File: config.mk
export PLATFORM = sky130hd
export DESIGN_NAME = instr_cache_controller
export DESIGN_NICKNAME = d
export VERILOG_FILES = /design/src/rtl/instr_cache_controller.sv
export SDC_FILE = /design/constraint.sdc
export NUM_CORES = 1
export LEC_CHECK = 0
export BUFFER_PORTS_ARGS = -buffer_cell sky130_fd_sc_hd__buf_2
export CAP_MARGIN = 20
export CORE_MARGIN = 8
export CORE_UTILIZATION = 34
export CTS_BUF_LIST = sky130_fd_sc_hd__clkbuf_4
export DETAILED_ROUTE_END_ITERATION = 12
export PLACE_DENSITY = 0.9
export SYNTH_ARGS = -nofsm -noshare
export SYNTH_HDL_FRONTEND = slang
export SYNTH_SLANG_ARGS = --single-unit
export TNS_END_PERCENT = 100
File: constraint.sdc
create_clock -name clk_i -period 3.5 [get_ports clk_i]
set_input_delay 0.35 -clock clk_i [delete_from_list [all_inputs] [get_ports clk_i]]
set_output_delay 0.35 -clock clk_i [all_outputs]
set_load 0.02 [all_outputs]
File: src/rtl/instr_cache_controller.sv
// L1 instruction cache control: set decode, fetch hit,
// and replacement gating while a branch that missed is unresolved.
module instr_cache_controller (
   input  logic        clk_i,
   input  logic        reset_i,
   input  logic [5:0]  set_i,
   input  logic [63:0] miss_array_i,
   input  logic [1:0]  pc_src_reg_i,
   input  logic [1:0]  branch_op_e_i,
   output logic [63:0] active_array_o,
   output logic        instr_hit_f_o,
   output logic        ic_repl_permit_o
);

   typedef enum logic {
      READY   = 1'b0,
      BR_PEND = 1'b1
   } state_t;

   state_t state_q;
   state_t state_d;

   logic miss_f;
   logic br_e;
   logic mispred;
   logic unused_bits;

   assign miss_f  = miss_array_i[set_i];
   assign br_e    = branch_op_e_i[0];
   assign mispred = pc_src_reg_i[1];

   // Only the conditional-branch flag and misprediction flag matter here.
   assign unused_bits = ^{pc_src_reg_i[0], branch_op_e_i[1]};

   // One-hot set enable and hit flag, purely from the fetch index.
   always_comb begin
      active_array_o        = '0;
      active_array_o[set_i] = 1'b1;
      instr_hit_f_o         = ~miss_f;
   end

   // State register; reset forces READY immediately.
   always_ff @(posedge clk_i or posedge reset_i) begin
      if (reset_i) begin
         state_q <= READY;
      end else begin
         state_q <= state_d;
      end
   end

   // Next state and Mealy permit: block a fill under an unresolved
   // branch, then release it only if the branch was predicted right.
   always_comb begin
      state_d          = READY;
      ic_repl_permit_o = 1'b1;
      unique case (state_q)
         READY: begin
            ic_repl_permit_o = ~(br_e & miss_f);
            if (br_e & miss_f) begin
               state_d = BR_PEND;
            end
         end
         BR_PEND: begin
            ic_repl_permit_o = ~mispred;
            state_d          = READY;
         end
         default: begin
            state_d          = READY;
            ic_repl_permit_o = 1'b1;
         end
      endcase
   end

endmodule

After elaboration in Yosys (flattened, before gate mapping) --
Cells that the tools add are included.
Cells by class: mux-type cells 7, bitwise gates (word level) 5, order comparisons 2, reduce and logical (&&, ||, !) cells 1
Operator list (number):
- $lt A6 B7 Y1 const B | 1
- $bmux W1 S6 | 1
- $demux W1 S6 | 1
- $ge A6 B1 Y1 const B | 1
- $not A1 Y1 | 4
- $pmux W1 S2 | 2
- $mux W1 | 3
- $and A1 B1 Y1 | 1
- $logic_and A1 B1 Y1 | 1
Word-level totals: word-level logic and storage cells 16, register bits after elaboration 1, output and inout bits 66, input port bits 76

Logic depth before layout (Yosys ltp) --
Gate-level depths: netlist of run 1.
word-level depth 5, mapped depth 8, depth with buffers taken out 6

Worst setup path after synthesis of run 1 --
Ideal clock, no wire load.
path type input to output, start point input set_i[2], end point output ic_repl_permit_o, path buffers 2, stages 8, data arrival time 1.979 ns, required time 3.150 ns, path slack 1.171 ns, cells stage by stage clkbuf_2 -> buf_2 -> mux4_2 -> mux2i_1 -> nor2_1 -> nor4_1 -> o2111ai_1 -> a22oi_1
Between the ends: longest elaborated chain between the ends 5
RTL lines:
- start, declared | line 6 | input logic [5:0] set_i,
- $bmux W1 S6 | line 28 | assign miss_f = miss_array_i[set_i];
- $mux W1 (not written as such) | line 28
- $and A1 B1 Y1 | line 58 | ic_repl_permit_o = ~(br_e & miss_f);
- $not A1 Y1 | line 58
- $pmux W1 S2 | line 56 | unique case (state_q)
- end, declared | line 12 | output logic ic_repl_permit_o
No other way between the ends. The select of a mux whose other input is x is not followed.

Final worst setup path of run 1 --
Same ends and word-level chain as after synthesis.

==> results.md, run 1 <==
- Worst path most repeated cell: buf_2
- Pin count of the biggest net entering global routing: 26
- Distinct cells, synth: 38
- Die width: 70.0 um
- Final nets: approximately 370
- Post-route DRC: 0
- Setup crit end: ic_repl_permit_o
- WL per Instance: 16.7 um
- Startpoint Class: primary input
- Fraction of layout cells with a size suffix above 1: 51.2%
- Pre-CTS WS: 0.674 ns
- Final GP Congestion: 0.822
- Vias in the first global route: 1792
- Critical R2R Capture: state_q
- Die Y: ~70 um
- HP Class: primary input to async pin
- Synthesized area per cell: 5.84 sq um
- Fraction of registers with async set/reset: 100%
- Critical path, cell by cell: buf_2, clkinv_1, nand2b_1, o32ai_1, nor4_1, o2111ai_1, a22oi_1, buf_2
- Initial Util: 36.0%
- Clock transition at the registers of the reported paths: 0 ns
- CP Launch Point: set_i[2]
- Setup bufs post-CTS: 0
- Sequential fraction of the synthesis area: 2.52%
- Slew margin rel.: 58.8%
- Critical Path AT: 2.50 ns
- Gr usage total: 20.2%
- Reg2reg start: state_q
- WP data required: 3.15 ns
- Area Growth Syn to Fin: 68.3%
- Final setup vio count: 0
- Via count: 1779
- R2r setup slk: 2.76 ns
- Initial antenna violation count: 0
- Worst Clk Skew: 0 ns
- CORE AREA: 0.00276 sq mm
- Clock Latency Late Sink: 0 ns
- PortBufs: 139
- Outcome: finished, final reports clean
- RSZ-0062 raised after global routing: false
- CP endpoint kind: output port
- First-pass GRT wire length: 8650 um
- Post-CTS sizing: 0
- Largest register FFs: 1
- Leakage power: roughly 0.92 nW
- Hold Worst Slack: 0.191 ns
- Post-synth EDFFs: 0
- Total wire length: 5440 um
- Max Slew Vio Count: 0
- Critical path class: primary input to output port
- Hold buffer count at CTS: 0
- Synth Net Count: 246
- Synth Flop Type: dfrtp_1
- Cell area after synthesis: just under 0.001 sq mm
- Setup ws final: 0.650 ns
- Vias per inst: 5.46
- Total power: between 150 and 200 uW
- DR iter-0 viols: between 100 and 150
- Flip-flop and latch count after synthesis: 1
- Power per cell area: 105 mW/mm^2
- Max Cap Viol: 0
- Top flop regs: state_q x1
- Pre-Repair DR Iteration Count: 4
- Synth warn: 0
- # diodes: 0
- Die area: just under 0.005 sq mm
- Rows: 19
- GRT overflow: 0
- Highest Clock Rate: 0.351 GHz
- Slowest-stage cell, CP: clkinv_1
- Reg2reg path depth: 2
- Largest stage delay, worst path: about 0.43 ns
- Final Hold Violating Endpoints: 0
- Most flops, register: state_q
- Peak VDD IR: 0.122 mV
- Critical Path Fanout Max: 25
- Setup_tns: 0 ns
- Mapped Cells: 170
- ANT nets after route: 0
- Worst-Margin Slew: just over 0.6 ns
- Final worst path period need: 2.85 ns
- DPL Wire Length: 4520 um
- Period utilisation layout: 81.4%
- Top Ports: 142
[cell families (layout without fill, tap and decap cells)]
| family | count (synthesis) | after routing | synth area share (%) |
|---|---|---|---|
| simple gates | 104 | 104 | 46.7 |
| compound gates | 35 | 35 | 27.7 |
| flops | 1 | 1 | 2.52 |
| mux | 11 | 11 | 14.8 |
| buf+inv | 19 | 144 | 8.32 |
[Yosys cell counts, drive strengths merged (2+ instances only)]
cell     n  share of area [%]
nand2   10                4.0
inv      2               0.76
or3b     2                1.8
nor2b    7                4.4
a22oi   12                9.1
a31oi    3                1.9
buf      4                2.5
nand3    3                1.5
mux2     6                6.8
nor4     2                1.3
mux4     2                4.9
a221oi   6                5.3
and2     3                1.9
clkbuf  12                4.7
mux2i    3                3.0
nor2    69                 26
nand3b   3                2.3
a32oi    4                3.5
a211oi   3                2.3
[stage by stage]
step / area, sq um / std cells / util (%)
after floorplan: 992 / 170 / -
after global placement: 1670 / 326 / 60.6
after detailed placement: 1670 / 326 / 60.6
after CTS: 1670 / 326 / 60.6
after global routing: 1670 / 326 / 60.6
final: 1670 / 326 / 60.6
[worst max-delay path, delay by kind of cell]
| kind | cells | cell delay (ns) |
|---|---|---|
| compound gates | 3 | 0.56 |
| simple gates | 2 | 0.58 |
| buf+inv | 3 | 1.00 |
[layout by cell type (no fill, tap or decap), types with 2 or more instances in the layout]
cell type    n
nand2_1      9
buf_2      139
a31oi_1      3
and2_1       3
a22oi_1     12
nor4_1       2
a221oi_1     6
nand3_1      3
buf_4        2
nor2_1      69
a32oi_1      4
inv_1        2
nor2b_1      7
or3b_2       2
mux2i_1      3
a211oi_1     3
mux2_2       6
nand3b_1     3
[cell type report]
class	count	area (sq um)
fill	304	1090
multi-input combinational	150	885
tap	31	38.8
sequential	1	25.0
timing repair buffer	141	711
inverter	3	11.3
[worst min path at each step]
stage,end,slack (ns),depth (start not counted)
final,state_q,0.19,2
after global routing,state_q,0.20,2
after CTS,state_q,0.19,2
after detailed placement,state_q,0.19,2
after global placement,state_q,0.18,2
after floorplan,state_q,0.08,1
[where the power goes]
part           internal, mW  leakage [nW]  switching [mW]  total (mW)
combinational        0.0710         0.911          0.0907       0.162
clock                     0             0               0           0
sequential           0.0132        0.0131        0.000893      0.0141
total                0.0841         0.925          0.0916       0.176
[metal layers]
layer | vias to the layer above | part of all wire, % | global-route usage, %
li1 | 859 | - | -
met1 | 816 | 36 | 20.4
met2 | 98 | 53 | 39.0
met3 | 6 | 11 | 6.64
met4 | 0 | 1.1 | 3.57
met5 | - | 0 | 0
Note: power is estimated with default switching activity, not from simulation.
==> run 2: changes to the inputs <==
--- a/config.mk
+++ b/config.mk
@@ -5,13 +5,14 @@
 export SDC_FILE = /design/constraint.sdc
 export NUM_CORES = 1
 export LEC_CHECK = 0
+export ABC_AREA = 1
 export BUFFER_PORTS_ARGS = -buffer_cell sky130_fd_sc_hd__buf_2
 export CAP_MARGIN = 20
 export CORE_MARGIN = 8
-export CORE_UTILIZATION = 34
+export CORE_UTILIZATION = 32
 export CTS_BUF_LIST = sky130_fd_sc_hd__clkbuf_4
 export DETAILED_ROUTE_END_ITERATION = 12
-export PLACE_DENSITY = 0.9
+export PLACE_DENSITY = 0.8
 export SYNTH_ARGS = -nofsm -noshare
 export SYNTH_HDL_FRONTEND = slang
 export SYNTH_SLANG_ARGS = --single-unit
==> constraint.sdc (replaced) <==
create_clock -name clk_i -period 2.4 [get_ports clk_i]
set_input_delay 0.24 -clock clk_i [delete_from_list [all_inputs] [get_ports clk_i]]
set_output_delay 0.24 -clock clk_i [all_outputs]
set_load 0.02 [all_outputs]
==> results.md, run 2 <==
- Highest Clock Rate: approximately 0.52 GHz
- Hold Worst Slack: 0.0745 ns (-0.116 ns)
- Vias in the first global route: 2135 (+19%)
- Commonest non-fill, non-tap cell in the layout: buf_2
- Vias per inst: 4.55 (-17%)
- Mapped Cells: 285 (+68%)
- # diodes: 0 (unchanged)
- Cell area after synthesis: 0.00126 sq mm (+27%)
- Die area: 0.00622 sq mm (+27%)
- Hold buffer count at CTS: 0 (unchanged)
- Fraction of registers with async set/reset: 100% (unchanged)
- Critical path class: primary input to output port
- Synthesized area per cell: 4.43 sq um (-24%)
- Die Y: 78.8 um (+13%)
- Largest register FFs: 1 (unchanged)
- Final nets: 496 (+33%)
- Total wire length: 5620 um (+3.2%)
- Post-synth EDFFs: 0 (unchanged)
- DR iter-0 viols: 92 (-33%)
- Initial antenna violation count: 0 (unchanged)
- Pin count of the biggest net entering global routing: 33 (+27%)
- Post-layout util: 50.0% (-11 points)
- Distinct cells, synth: 20 (-47%)
- Startpoint Class: primary input
- Most frequent cells in the layout: 139 x buf_2, 120 x nand2_1, 70 x nor2_1
- Top flop regs: state_q x1
- Slew margin rel.: 78.4% (+20 points)
- Most flops, register: state_q
- Worst-Margin Slew: 0.323 ns (-0.293 ns)
- HP Class: primary input to async pin
- Pre-Repair DR Iteration Count: 4 (unchanged)
- Max Slew Vio Count: 0 (unchanged)
- Period utilisation layout: around four fifths
- Post-CTS sizing: 0 (unchanged)
- Clock transition at the registers of the reported paths: 0 ns (unchanged)
- Fraction of layout cells with a size suffix above 1: 37.8% (-13 points)
- Pre-CTS WS: 0.484 ns (-0.190 ns)
- WL per Instance: 12.0 um (-28%)
- Critical Path Fanout Max: 11 (-56%)
- DPL Wire Length: 4790 um (+6.1%)
- Count leader, synth: nand2_1
- Final worst path period need: 1.92 ns
- RSZ-0062 raised after global routing: false
- Gr usage total: 16.6% (-3.6 points)
- Reg2reg path depth: 1 (-1)
- CORE AREA: 0.00391 sq mm (+42%)
- GRT overflow: 0 (unchanged)
- Cell taking the most area after synthesis: nand2_1
- Rows: 23 (+4)
- Power per cell area: 148 mW/mm^2 (+41%)
- Setup_tns: 0 ns (unchanged)
- Synth warn: 0 (unchanged)
- First-pass GRT wire length: 9050 um (+4.6%)
- Outcome: finished, final reports clean
- Die width: 78.8 um (+13%)
- Worst Clk Skew: 0 ns (unchanged)
- Final GP Congestion: 0.834 (+1.4%)
- Flip-flop and latch count after synthesis: 1 (unchanged)
- PortBufs: 139 (unchanged)
- Post-synth top cells: 120 x nand2_1, 70 x nor2_1, 36 x inv_1, 12 x nand3_1, 8 x nor3_1
- CP endpoint kind: output port
- Leakage power: 1.35 nW (+46%)
- Final setup vio count: 0 (unchanged)
- Sequential fraction of the synthesis area: 1.98% (-0.54 points)
- Peak VDD IR: 0.0864 mV (-29%)
- Synth Net Count: 361 (+47%)
- Setup ws final: 0.481 ns (-0.169 ns)
- Clock Latency Late Sink: 0 ns (unchanged)
- Initial Util: 32.3% (-3.7 points)
- Synth Flop Type: dfrtp_1
- Setup bufs post-CTS: 0 (unchanged)
- WP data required: 2.16 ns (-0.99 ns)
- Critical Path AT: 1.68 ns (-0.82 ns)
- Synth area leaders: nand2_1 36%, nor2_1 21%, inv_1 11%
- Top Ports: 142 (unchanged)
- ANT nets after route: 0 (unchanged)
- Via count: 2130 (+20%)
- Area share of the largest cell type after synthesis: 35.6% (+9.5 points)
- Final Hold Violating Endpoints: 0 (unchanged)
- Max Cap Viol: 0 (unchanged)
- Area Growth Syn to Fin: 54.8%
- Post-route DRC: 0 (unchanged)
## run 2: cell count changes after synthesis, sizes merged, moves of 6 or more
cell / previous run / this run
a221oi: 6 / 0
a22oi: 12 / 0
clkbuf: 12 / 0
inv: 2 / 37
mux2: 6 / 0
nand2: 10 / 124
nand3: 3 / 12
nor2: 69 / 78
nor2b: 7 / 0
nor3: 1 / 8
## run 2: cell families after synthesis
group	after synthesis	synth area share (%)
AO/OA/AOI/OAI	11	6.04
buffers and inverters	46	18.0
flip-flops	1	1.98
AND/OR/NAND/NOR	227	74.0
## run 2: cell type report
type / instances / area [sq um]
Fill cell: 442 / 1960
Inverter: 37 / 139
Multi-Input combinational cell: 238 / 1010
Sequential cell: 1 / 25.0
Tap cell: 50 / 62.6
Timing Repair Buffer: 142 / 718
## run 2: report_power, final
part           total (mW)  internal (mW)  switching (mW)
combinational       0.269          0.105           0.164
sequential         0.0207         0.0189         0.00174
clock                   0              0               0
total               0.290          0.124           0.165
## run 2: metal layers
layer | up-vias | global-route usage [%] | share of wire [%] | wire length (um)
met2 | 81 | 32.6 | 52 | 2920
met1 | 929 | 18.9 | 41 | 2280
met5 | - | 0 | 0 | 0
met3 | 6 | 2.03 | 6.6 | 368
li1 | 1114 | - | - | -
met4 | 0 | 1.67 | 0.96 | 54
## run 2: worst paths after layout
path,startpoint,end,slack [ns]
max,set_i[1],ic_repl_permit_o,0.48
min,reset_i,state_q,0.07
max reg2reg,state_q,state_q,1.84
min reg2reg,state_q,state_q,0.46
max in group asynchronous,reset_i,state_q,2.23
min in group clk_i,state_q,state_q,0.46
## run 2: worst max-delay path: stages
cell and delay [ns]:
buf_2 0.18, inv_1 0.26, nor2_4 0.11, nand3_1 0.09, nand2_1 0.05, nor2_1 0.11
nand2_1 0.07, nand2_1 0.06, nand2_1 0.06, nor2_2 0.09, nand2_2 0.08, a21oi_2 0.11
buf_2 0.17
## run 2: stage by stage
step	cells	instance area, sq um	power, mW
after floorplan	285	1260	0.193
after global placement	468	1960	0.285
after detailed placement	468	1960	0.291
after CTS	468	1960	0.291
after global routing	468	1960	0.325
final	468	1960	0.290
==> run 3: changes to the inputs <==
--- a/config.mk
+++ b/config.mk
@@ -9,10 +9,10 @@
 export BUFFER_PORTS_ARGS = -buffer_cell sky130_fd_sc_hd__buf_2
 export CAP_MARGIN = 20
 export CORE_MARGIN = 8
-export CORE_UTILIZATION = 32
+export CORE_UTILIZATION = 35
 export CTS_BUF_LIST = sky130_fd_sc_hd__clkbuf_4
 export DETAILED_ROUTE_END_ITERATION = 12
-export PLACE_DENSITY = 0.8
+export PLACE_DENSITY = 0.83
 export SYNTH_ARGS = -nofsm -noshare
 export SYNTH_HDL_FRONTEND = slang
 export SYNTH_SLANG_ARGS = --single-unit
==> constraint.sdc (replaced) <==
create_clock -name clk_i -period 1.8 [get_ports clk_i]
set_input_delay 0.18 -clock clk_i [delete_from_list [all_inputs] [get_ports clk_i]]
set_output_delay 0.18 -clock clk_i [all_outputs]
set_load 0.02 [all_outputs]
==> results.md, run 3 (synthesis results as in run 2) <==
- Pin count of the biggest net entering global routing: 31 (-6.1%)
- Net switching power: 220 uW (+33%)
- WP data required: 1.62 ns (-0.54 ns)
- Startpoint Class: primary input
- Cell Int Power: 175 uW (+41%)
- Via count: 2120 (-0.47%)
- Rows: 22 (-4.3%)
- Final nets: 498 (+0.40%)
- Area Growth Syn to Fin: 57.9%
- RSZ-0062 raised after global routing: false
- Top flop regs: state_q x1
- Comb pwr share: 93.1% (+0.2 points)
- Hold Worst Slack: 0.0194 ns (-0.0551 ns)
- GRT overflow: 0 (unchanged)
- Vias in the first global route: 2002 (-6.2%)
- Final instance area: 0.00200 sq mm (+2.0%)
- # diodes: 0 (unchanged)
- Final GP Congestion: 0.862 (+3.4%)
- CORE AREA: 0.00358 sq mm (-8.6%)
- Slew margin rel.: 77.4% (-0.99 points)
- Total wire length: 5530 um (-1.6%)
- Clock power frac: 0% (unchanged)
- Post-Layout Cell Count: 468 (unchanged)
- Reg2reg path depth: 1 (unchanged)
- Top Ports: 142 (unchanged)
- Final Hold Violating Endpoints: 0 (unchanged)
- Largest register FFs: 1 (unchanged)
- First-pass GRT wire length: 9070 um (+0.31%)
- Placed cells: 468 (unchanged)
- Total power: 395 uW (+36%)
- Peak VDD IR: 0.108 mV (+25%)
- Gr usage total: 17.6% (+0.98 points)
- Pre-Repair DR Iteration Count: 4 (unchanged)
- Hold buffer count at CTS: 0 (unchanged)
- Critical path class: primary input to output port
- Critical Path AT: 1.49 ns (-0.19 ns)
- PortBufs: 139 (unchanged)
- Period utilisation layout: 93.0%
- ANT nets after route: 0 (unchanged)
- Setup_tns: 0 ns (unchanged)
- Clock transition at the registers of the reported paths: 0 ns (unchanged)
- Placed Area: 0.00199 sq mm (+1.9%)
- Critical Path Fanout Max: 30 (+19)
- Highest Clock Rate: 0.597 GHz
- WL per Instance: 11.8 um (-1.6%)
- Commonest non-fill, non-tap cell in the layout: buf_2
- DR iter-0 viols: 93 (+1.1%)
- Die Y: 76.1 um (-3.5%)
- Initial Util: 35.3% (+3.0 points)
- Fraction of layout cells with a size suffix above 1: 38.1% (+0.30 points)
- Most frequent cells in the layout: 138 x buf_2, 120 x nand2_1, 70 x nor2_1
- Vias per inst: 4.53 (-0.47%)
- Max Slew Vio Count: 0 (unchanged)
- DPL Wire Length: 4720 um (-1.5%)
- Die area: 0.00579 sq mm (-6.9%)
- Fillers: 402 (-9.0%)
- Post-route DRC: 0 (unchanged)
- Sequential cell fraction of total power: 6.9% (-0.2 points)
- Max Cap Viol: 0 (unchanged)
- Worst-Margin Slew: 0.338 ns (+0.0148 ns)
- Die width: 76.1 um (-3.5%)
- Initial antenna violation count: 0 (unchanged)
- Worst Clk Skew: 0 ns (unchanged)
- Leakage power: 1.37 nW (+1.4%)
- Clock Latency Late Sink: 0 ns (unchanged)
- HP Class: primary input to async pin
- Outcome: finished, final reports clean
- Power per cell area: 198 mW/mm^2 (+34%)
- Net Sw Frac: 55.7% (-1.4 points)
- CP endpoint kind: output port
- Most flops, register: state_q
- Final setup vio count: 0 (unchanged)
- Final worst path period need: between 1.5 and 2 ns
==> run 3: path summary, 6_finish.rpt <==
path                             startpoint               end  slack, ns
setup reg to reg                    state_q           state_q       1.25
min in group clk_i         branch_op_e_i[0]           state_q       0.43
max in group asynchronous           reset_i           state_q       1.69
hold reg to reg                     state_q           state_q       0.45
setup / recovery                   set_i[0]  ic_repl_permit_o       0.13
hold / removal                      reset_i           state_q       0.02
==> run 3: worst max-delay path, stage by stage <==
cell and delay [ns]:
buf_2 0.13, buf_12 0.16, or2_1 0.23, nand3_1 0.07, nand2_1 0.06, o21ai_1 0.11
nand2_1 0.08, nor2_2 0.11, nand2_2 0.08, a21oi_2 0.11, buf_2 0.17
==> run 3: final cells by class <==
| class | instances | area [sq um] | share of cell area [%] |
|---|---|---|---|
| timing repair buffer | 144 | 761 | 38.1 |
| tap | 48 | 60.1 | 3.01 |
| inverter | 37 | 139 | 6.96 |
| multi-input combinational | 238 | 1010 | 50.7 |
| sequential | 1 | 25.0 | 1.25 |
==> run 3: layer usage <==
metal	vias to the layer above	track usage [%]	part of all wire [%]
li1	1120	-	-
met1	916	20.1	40
met2	80	32.7	52
met3	4	3.77	7.3
met4	0	2.31	0.52
met5	-	0	0
==> run 3: timing repair <==
action                     CTS  global route
setup endpoints to repair    0             1
resized for setup            0             1
setup buffers                0             0
==> run 3: through the flow <==
step	util, %	worst slack [ns]
2_1_floorplan	-	0.378
3_3_place_gp	55.7	0.148
3_5_place_dp	55.7	0.122
4_1_cts	55.7	0.120
5_1_grt	55.8	0.00600
6_report	55.8	0.125
==> run 3: power groups by stage <==
stage	sequential [mW]	combinational, mW	clock, mW
after floorplan	0.0270	0.230	0
after global placement	0.0274	0.362	0
after detailed placement	0.0273	0.368	0
after CTS	0.0273	0.369	0
after global routing	0.0277	0.415	0
final	0.0273	0.368	0
